$ cat src/rtl/quad_corner_adjust.sv
// Keystone corner store: button-driven corner select, step/repeat moves,
// and clamping of every corner to the 640x480 frame.
module quad_corner_adjust #(
    parameter int STEP          = 1,
    parameter int REPEAT_DELAY  = 16_250_000,
    parameter int REPEAT_PERIOD = 1_625_000
) (
    input  logic       clk,
    input  logic       reset,
    input  logic       enable,
    input  logic       btn_up,
    input  logic       btn_down,
    input  logic       btn_left,
    input  logic       btn_right,
    input  logic       btn_sel,
    output logic [9:0] x1,
    output logic [9:0] x2,
    output logic [9:0] x3,
    output logic [9:0] x4,
    output logic [8:0] y1,
    output logic [8:0] y2,
    output logic [8:0] y3,
    output logic [8:0] y4,
    output logic [1:0] sel_corner,
    output logic       changed
);

    localparam int CMAX = (REPEAT_DELAY > REPEAT_PERIOD) ?
                          REPEAT_DELAY : REPEAT_PERIOD;
    localparam int CW   = (CMAX > 1) ? $clog2(CMAX) : 1;

    localparam logic [1:0] S_IDLE = 2'd0;
    localparam logic [1:0] S_HOLD = 2'd1;
    localparam logic [1:0] S_REP  = 2'd2;

    localparam logic signed [10:0] STP   = 11'(STEP);
    localparam logic signed [10:0] X_MAX = 11'sd639;
    localparam logic signed [10:0] Y_MAX = 11'sd479;

    logic [9:0]    xs [4];
    logic [8:0]    ys [4];
    logic [1:0]    state, state_nx;
    logic [CW-1:0] cnt, cnt_nx;
    logic [3:0]    dir, prev_dir;
    logic          sel_q, sel_rise, move;
    logic [9:0]    cur_x, nx;
    logic [8:0]    cur_y, ny;
    logic signed [10:0] tx, ty;

    assign dir      = {btn_up, btn_down, btn_left, btn_right};
    assign sel_rise = btn_sel & ~sel_q;
    assign cur_x    = xs[sel_corner];
    assign cur_y    = ys[sel_corner];

    always_comb begin
        state_nx = state;
        cnt_nx   = cnt;
        move     = 1'b0;
        case (state)
            S_IDLE: begin
                if (dir != 4'd0) begin
                    move     = 1'b1;
                    state_nx = S_HOLD;
                    cnt_nx   = '0;
                end
            end
            S_HOLD: begin
                if (dir == 4'd0) begin
                    state_nx = S_IDLE;
                    cnt_nx   = '0;
                end else if (dir != prev_dir) begin
                    move   = 1'b1;
                    cnt_nx = '0;
                end else if (cnt == CW'(REPEAT_DELAY - 1)) begin
                    move     = 1'b1;
                    state_nx = S_REP;
                    cnt_nx   = '0;
                end else begin
                    cnt_nx = cnt + CW'(1);
                end
            end
            S_REP: begin
                if (dir == 4'd0) begin
                    state_nx = S_IDLE;
                    cnt_nx   = '0;
                end else if (dir != prev_dir) begin
                    move     = 1'b1;
                    state_nx = S_HOLD;
                    cnt_nx   = '0;
                end else if (cnt == CW'(REPEAT_PERIOD - 1)) begin
                    move   = 1'b1;
                    cnt_nx = '0;
                end else begin
                    cnt_nx = cnt + CW'(1);
                end
            end
            default: begin
                state_nx = S_IDLE;
                cnt_nx   = '0;
            end
        endcase
    end

    // Opposing buttons cancel on their axis; signed math keeps underflow visible.
    always_comb begin
        tx = signed'({1'b0, cur_x});
        ty = signed'({2'b00, cur_y});
        if (dir[0] && !dir[1]) tx = tx + STP;
        if (dir[1] && !dir[0]) tx = tx - STP;
        if (dir[2] && !dir[3]) ty = ty + STP;
        if (dir[3] && !dir[2]) ty = ty - STP;
        nx = (tx < 0) ? 10'd0 : (tx > X_MAX) ? 10'd639 : tx[9:0];
        ny = (ty < 0) ? 9'd0  : (ty > Y_MAX) ? 9'd479  : ty[8:0];
    end

    always_ff @(posedge clk) begin
        if (reset) begin
            xs[0]      <= 10'd0;
            xs[1]      <= 10'd639;
            xs[2]      <= 10'd639;
            xs[3]      <= 10'd0;
            ys[0]      <= 9'd0;
            ys[1]      <= 9'd0;
            ys[2]      <= 9'd479;
            ys[3]      <= 9'd479;
            sel_corner <= 2'd0;
            changed    <= 1'b0;
            state      <= S_IDLE;
            cnt        <= '0;
            prev_dir   <= 4'd0;
            sel_q      <= 1'b0;
        end else begin
            sel_q   <= btn_sel;
            changed <= 1'b0;
            if (!enable) begin
                state <= S_IDLE;
                cnt   <= '0;
            end else begin
                state    <= state_nx;
                cnt      <= cnt_nx;
                prev_dir <= dir;
                if (sel_rise) begin
                    sel_corner <= sel_corner + 2'd1;
                end else if (move && (nx != cur_x || ny != cur_y)) begin
                    xs[sel_corner] <= nx;
                    ys[sel_corner] <= ny;
                    changed        <= 1'b1;
                end
            end
        end
    end

    assign x1 = xs[0];
    assign x2 = xs[1];
    assign x3 = xs[2];
    assign x4 = xs[3];
    assign y1 = ys[0];
    assign y2 = ys[1];
    assign y3 = ys[2];
    assign y4 = ys[3];

endmodule

$ cat config.mk
export PLATFORM = sky130hd
export DESIGN_NAME = quad_corner_adjust
export DESIGN_NICKNAME = d
export VERILOG_FILES = /design/src/rtl/quad_corner_adjust.sv
export SDC_FILE = /design/constraint.sdc
export NUM_CORES = 1
export LEC_CHECK = 0
export CORE_MARGIN = 2
export CORE_UTILIZATION = 56
export DETAILED_ROUTE_END_ITERATION = 10
export PLACE_DENSITY = 0.8
export SYNTH_ARGS = -nofsm -noshare
export SYNTH_HDL_FRONTEND = slang
export SYNTH_SLANG_ARGS = --single-unit
export TNS_END_PERCENT = 1
$ cat constraint.sdc
create_clock -name clk -period 6.55 [get_ports clk]
set_clock_uncertainty 0.2 [all_clocks]
set_input_delay 0.9825 -clock clk [delete_from_list [all_inputs] [get_ports clk]]
set_output_delay 0.9825 -clock clk [all_outputs]
set_load 0.01 [all_outputs]
* Word-level counts from Yosys, hierarchy flattened *
Memories as Yosys holds them, arrays and structs flattened. A register that Yosys moved wholly into a read port is not among the register bits.
Index checks and enable logic that the tools add are counted.

cells by class
  $add $sub $neg = 6
  bitwise operators = 3
  equal/unequal tests = 11
  order comparisons = 4
  reductions and logical operators = 18
  multiplexer cells = 48

operators by type and width
  operator                                                         number
  2-to-1 mux 24 bit                                                7
  case mux 24 bit (3 select lines)                                 1
  2-to-1 mux 10 bit                                                4
  2-to-1 mux 11 bit                                                3
  2-to-1 mux 9 bit                                                 3
  adder 24 x 1 -> 24 bit, second input constant                    1
  equality test 24 x 21 -> 1 bit, second input constant            1
  equality test 24 bit, second input constant                      1
  2-to-1 mux 2 bit                                                 12
  < comparator 11 x 1 -> 1 bit, second input constant              2
  subtractor 11 x 2 -> 11 bit, second input constant               2
  2-to-1 mux 1 bit                                                 16
  adder 10 x 1 -> 11 bit, second input constant                    1
  greater-than comparator 11 x 10 -> 1 bit, second input constant  1
  greater-than comparator 11 bit, second input constant            1
  adder 9 x 1 -> 10 bit, second input constant                     1
  inequality test 10 bit                                           1
  OR reduction 10 bit                                              1
  inequality test 3 bit, second input constant                     3
  inequality test 9 bit                                            1
  OR reduction 9 bit                                               1
  case mux 2 bit (3 select lines)                                  1
  logical AND 1 bit                                                5
  zero test 1 bit                                                  4
  other kinds (15)                                                 16

word-level totals
  register bits = 34
  word-level logic and storage cells = 98
  memories = 2
  memory bits (writable) = 76

memories
  name  depth  width  read ports  clocked after memory_dff  wr ports  line  source
  xs    4      10     5           1                         4         40    logic [9:0] xs [4];
  ys    4      9      5           1                         4         41    logic [8:0] ys [4];

* Longest topological paths before layout *
  depth after elaboration = 18
  mapped depth = 18

* Least setup slack after synthesis *
No wires, ideal clock.

  path type = input-to-reg
  from = input btn_right
  to = memory xs[1][0] (enable)
  data arrival time = 4.874 ns
  stages on the path = 15
  path slack = 1.077 ns
  cell sequence = clkbuf_1 nor2b_1 mux2i_1 ha_1 nand3b_1 or2_2 or2_2 a221o_1 a22oi_2 nor2_1 a22o_1 a32oi_1 nor2_4 buf_4 o21bai_1

RTL lines
  what         line  source
  from (decl)  14    input logic btn_right,
  to (decl)    40

==> out/metrics.cfg <==
[critical_path]
critPathMaxFanout=42
path_buf_inv=1
endpoint_kind=register
cpPeakStageDelay_ns=0.85
cp-start-kind=register
cp.arrival_ns=5.95
cp_top_family=simple AND/OR/NAND/NOR gates
slowest_stage=dfxtp_1
crit_chain=mux4_2 -> ha_1 -> mux2i_1 -> ha_1 -> nand3b_1 -> or4_4 -> or3_1 -> a32oi_4 -> xnor2_1 -> a2111o_1 -> or4_4 -> nor2_4 -> buf_4 -> nor3_1
cp.required_ns=6.42
worstSetupPathType=reg -> reg

[cells_and_area]
final_area_um2=8210
n_fill_cell=967
multi_input_area_um2=3630
regArea_um2=3000
fin_nets=786
syn2layout_area_growth_pct=18.4
drive_gt1_share_pct=9.30
layout.cells.non_filler=942
post-route-util_pct=68.1
n_antenna_cell=0

[cts]
cts_buffers=9
post_cts_buffers=0
cts_sinks=112
clkLatencyLatePin_ns=0.36
ctsLongestPathBuffers=2
clk_pin_slew_ns=0.07
cts_tree=done
cts_resized=0
clock-root-buffer=clkbuf_16
htreeDepth=3
ctsHoldBuffers=0

[synthesis]
synth_top_area_share_pct=32.9
syn_inst=703
synth_area_leaders=edfxtp_1, dfxtp_1, mux4_2
yosys.area.top_type=edfxtp_1
syn-num-nets=720
ys_async_sr_fraction_pct=0
ys_types=72
ys_seq_elements=112
syn-cell-area_um2=6940
synth_most_common_cell=edfxtp_1
synth-edff-count=76
seq_area_frac_synth_pct=43.3
yosysWarnings=0
synth_common_cells=edfxtp_1, nor2_1, nor3_1
synth_ff_type=edfxtp_1
syn_avg_cell_area_um2=9.87

[placement]
placed_cells=926
dpl_cell_area_um2=7910
io_buffers=86
dp_hpwl_um=15000
gp_congestion=1.03

[floorplanning]
num_rows=40
die_w_um=115
io_pins=87
core_area_um2=12100
die_area_um2=13300
die_height_um=115
start_util_pct=57.5

[run]
cap_viol_max_count=0

[run_status]
status=complete, no violations

[pwr]
clkPwrFrac_pct=30.7
pwr-share-seq_pct=45.2
p_int_uw=1250
swShare_pct=30.4
p_switching_uw=545
power_density_nw_per_um2=219
p_comb_share_pct=24.0
vdd_drop_max_v=0.000150
power_leakage_uw=0.00263

[global_route]
grt_pass1_vias=5760
grt_antenna_before_repair=0
grt_usage_pct=30.2
grt_max_degree=43
grt_overflow=0
grt_pass1_wl_um=30700

[timing]
fin_tns_setup_ns=0
rsz0062_at_grt=no
finalMaxSlewViolations=0
period_needed_ns=6.07
worst_pin_slew_ns=1.18
setup_viol=0
fmax_mhz=165
slew_headroom_pct=21.3
period_share_pct=92.7
hold_viol_final=0
fin_hold_ws_ns=0.308

[detailed_routing]
viasPerCell=6.39
drt_pass1_iterations=5
drc=0
drt_wl_total_um=19800
ant_nets=0
wl_per_cell_um=21.0
first_iter_violations=766
vias=6019

[hold_path]
hold_path.class=reg -> reg

## sequential cells by signal, indices dropped and copies added, names as in the netlist, named ones only
name / count
ys: 36
cnt: 24
sel_corner: 2
sel_q: 1
changed: 1
xs: 40
prev_dir: 4
state: 2
## worst register-to-register path, delay by kind of cell, from the launching register on
kind | cells | cell delay, ns
and+or+nand+nor | 6 | 2.11
muxes | 2 | 0.90
DFF | 1 | 0.85
xor gates and xnor gates | 1 | 0.10
buffers and inverters | 1 | 0.40
AOI/OAI and AO/OA | 2 | 0.70
adders and majority gates | 2 | 0.54
## routing by layer
metal,part of all wire (%),GRT usage [%]
met1,39,38.9
met4,2.5,11.9
met2,51,52.5
met5,0,0
met3,7.2,3.11
## metrics by stage
stage          setup WS (ns)  power, µW
2_1_floorplan           1.08       1100
4_1_cts                0.505       1790
3_5_place_dp           0.507       1250
5_1_grt                0.156       1860
3_3_place_gp           0.670       1240
6_report               0.476       1790
## cell usage in the layout (no fill, tap or decap), drive strengths merged, types with 12 or more instances in the layout
master         Yosys  layout
nor2              63      63
edfxtp            76      76
nand4             13      13
buf               21      18
nor3              54      54
nand3             25      25
nand2             38      38
inv               19      20
or3               12      12
o21ai             33      33
a21oi             21      21
clkdlybuf4s50      0      86
xor2              19      19
o211ai            22      22
mux4              19      19
nand3b            15      15
xnor2             20      20
nand2b            13      13
mux2i             12      12
a211oi            13      13
dfxtp             36      36
## cell families after synthesis
| kind of cell | Yosys count | share of synthesized area (%) |
|---|---|---|
| and+or+nand+nor | 302 | 23.5 |
| AOI/OAI and AO/OA | 141 | 14.1 |
| DFF | 112 | 43.3 |
| buffers and inverters | 68 | 4.49 |
| xor gates and xnor gates | 39 | 4.92 |
| muxes | 32 | 8.06 |
| adders and majority gates | 9 | 1.62 |
## power by group through the flow
stage	combinational (µW)	sequential, µW	clock, µW
global route	465	813	578
finish	431	812	552
floorplan	278	825	0
CTS	424	811	553
global placement	412	826	0
detailed placement	421	827	0
## path summary, 6_finish.rpt
kind / from / to / slack [ns] / cells after the start
setup / recovery: register / xs[3][5] / 0.48 / 14
hold reg to reg: cnt[9] / cnt[9] / 0.31 / 2
hold / removal: cnt[9] / cnt[9] / 0.31 / 2
setup reg to reg: register / xs[3][5] / 0.48 / 14
## area by class of cell
type	instances	share of cell area, %
multi-input cells	523	44.3
flip-flops and latches	112	36.6
repair buffers	104	12.1
clock buffers	9	2.74
well taps	168	2.56
clock inverters	7	0.869
inverters	19	0.869
Power figures use the tool's default switching activity.
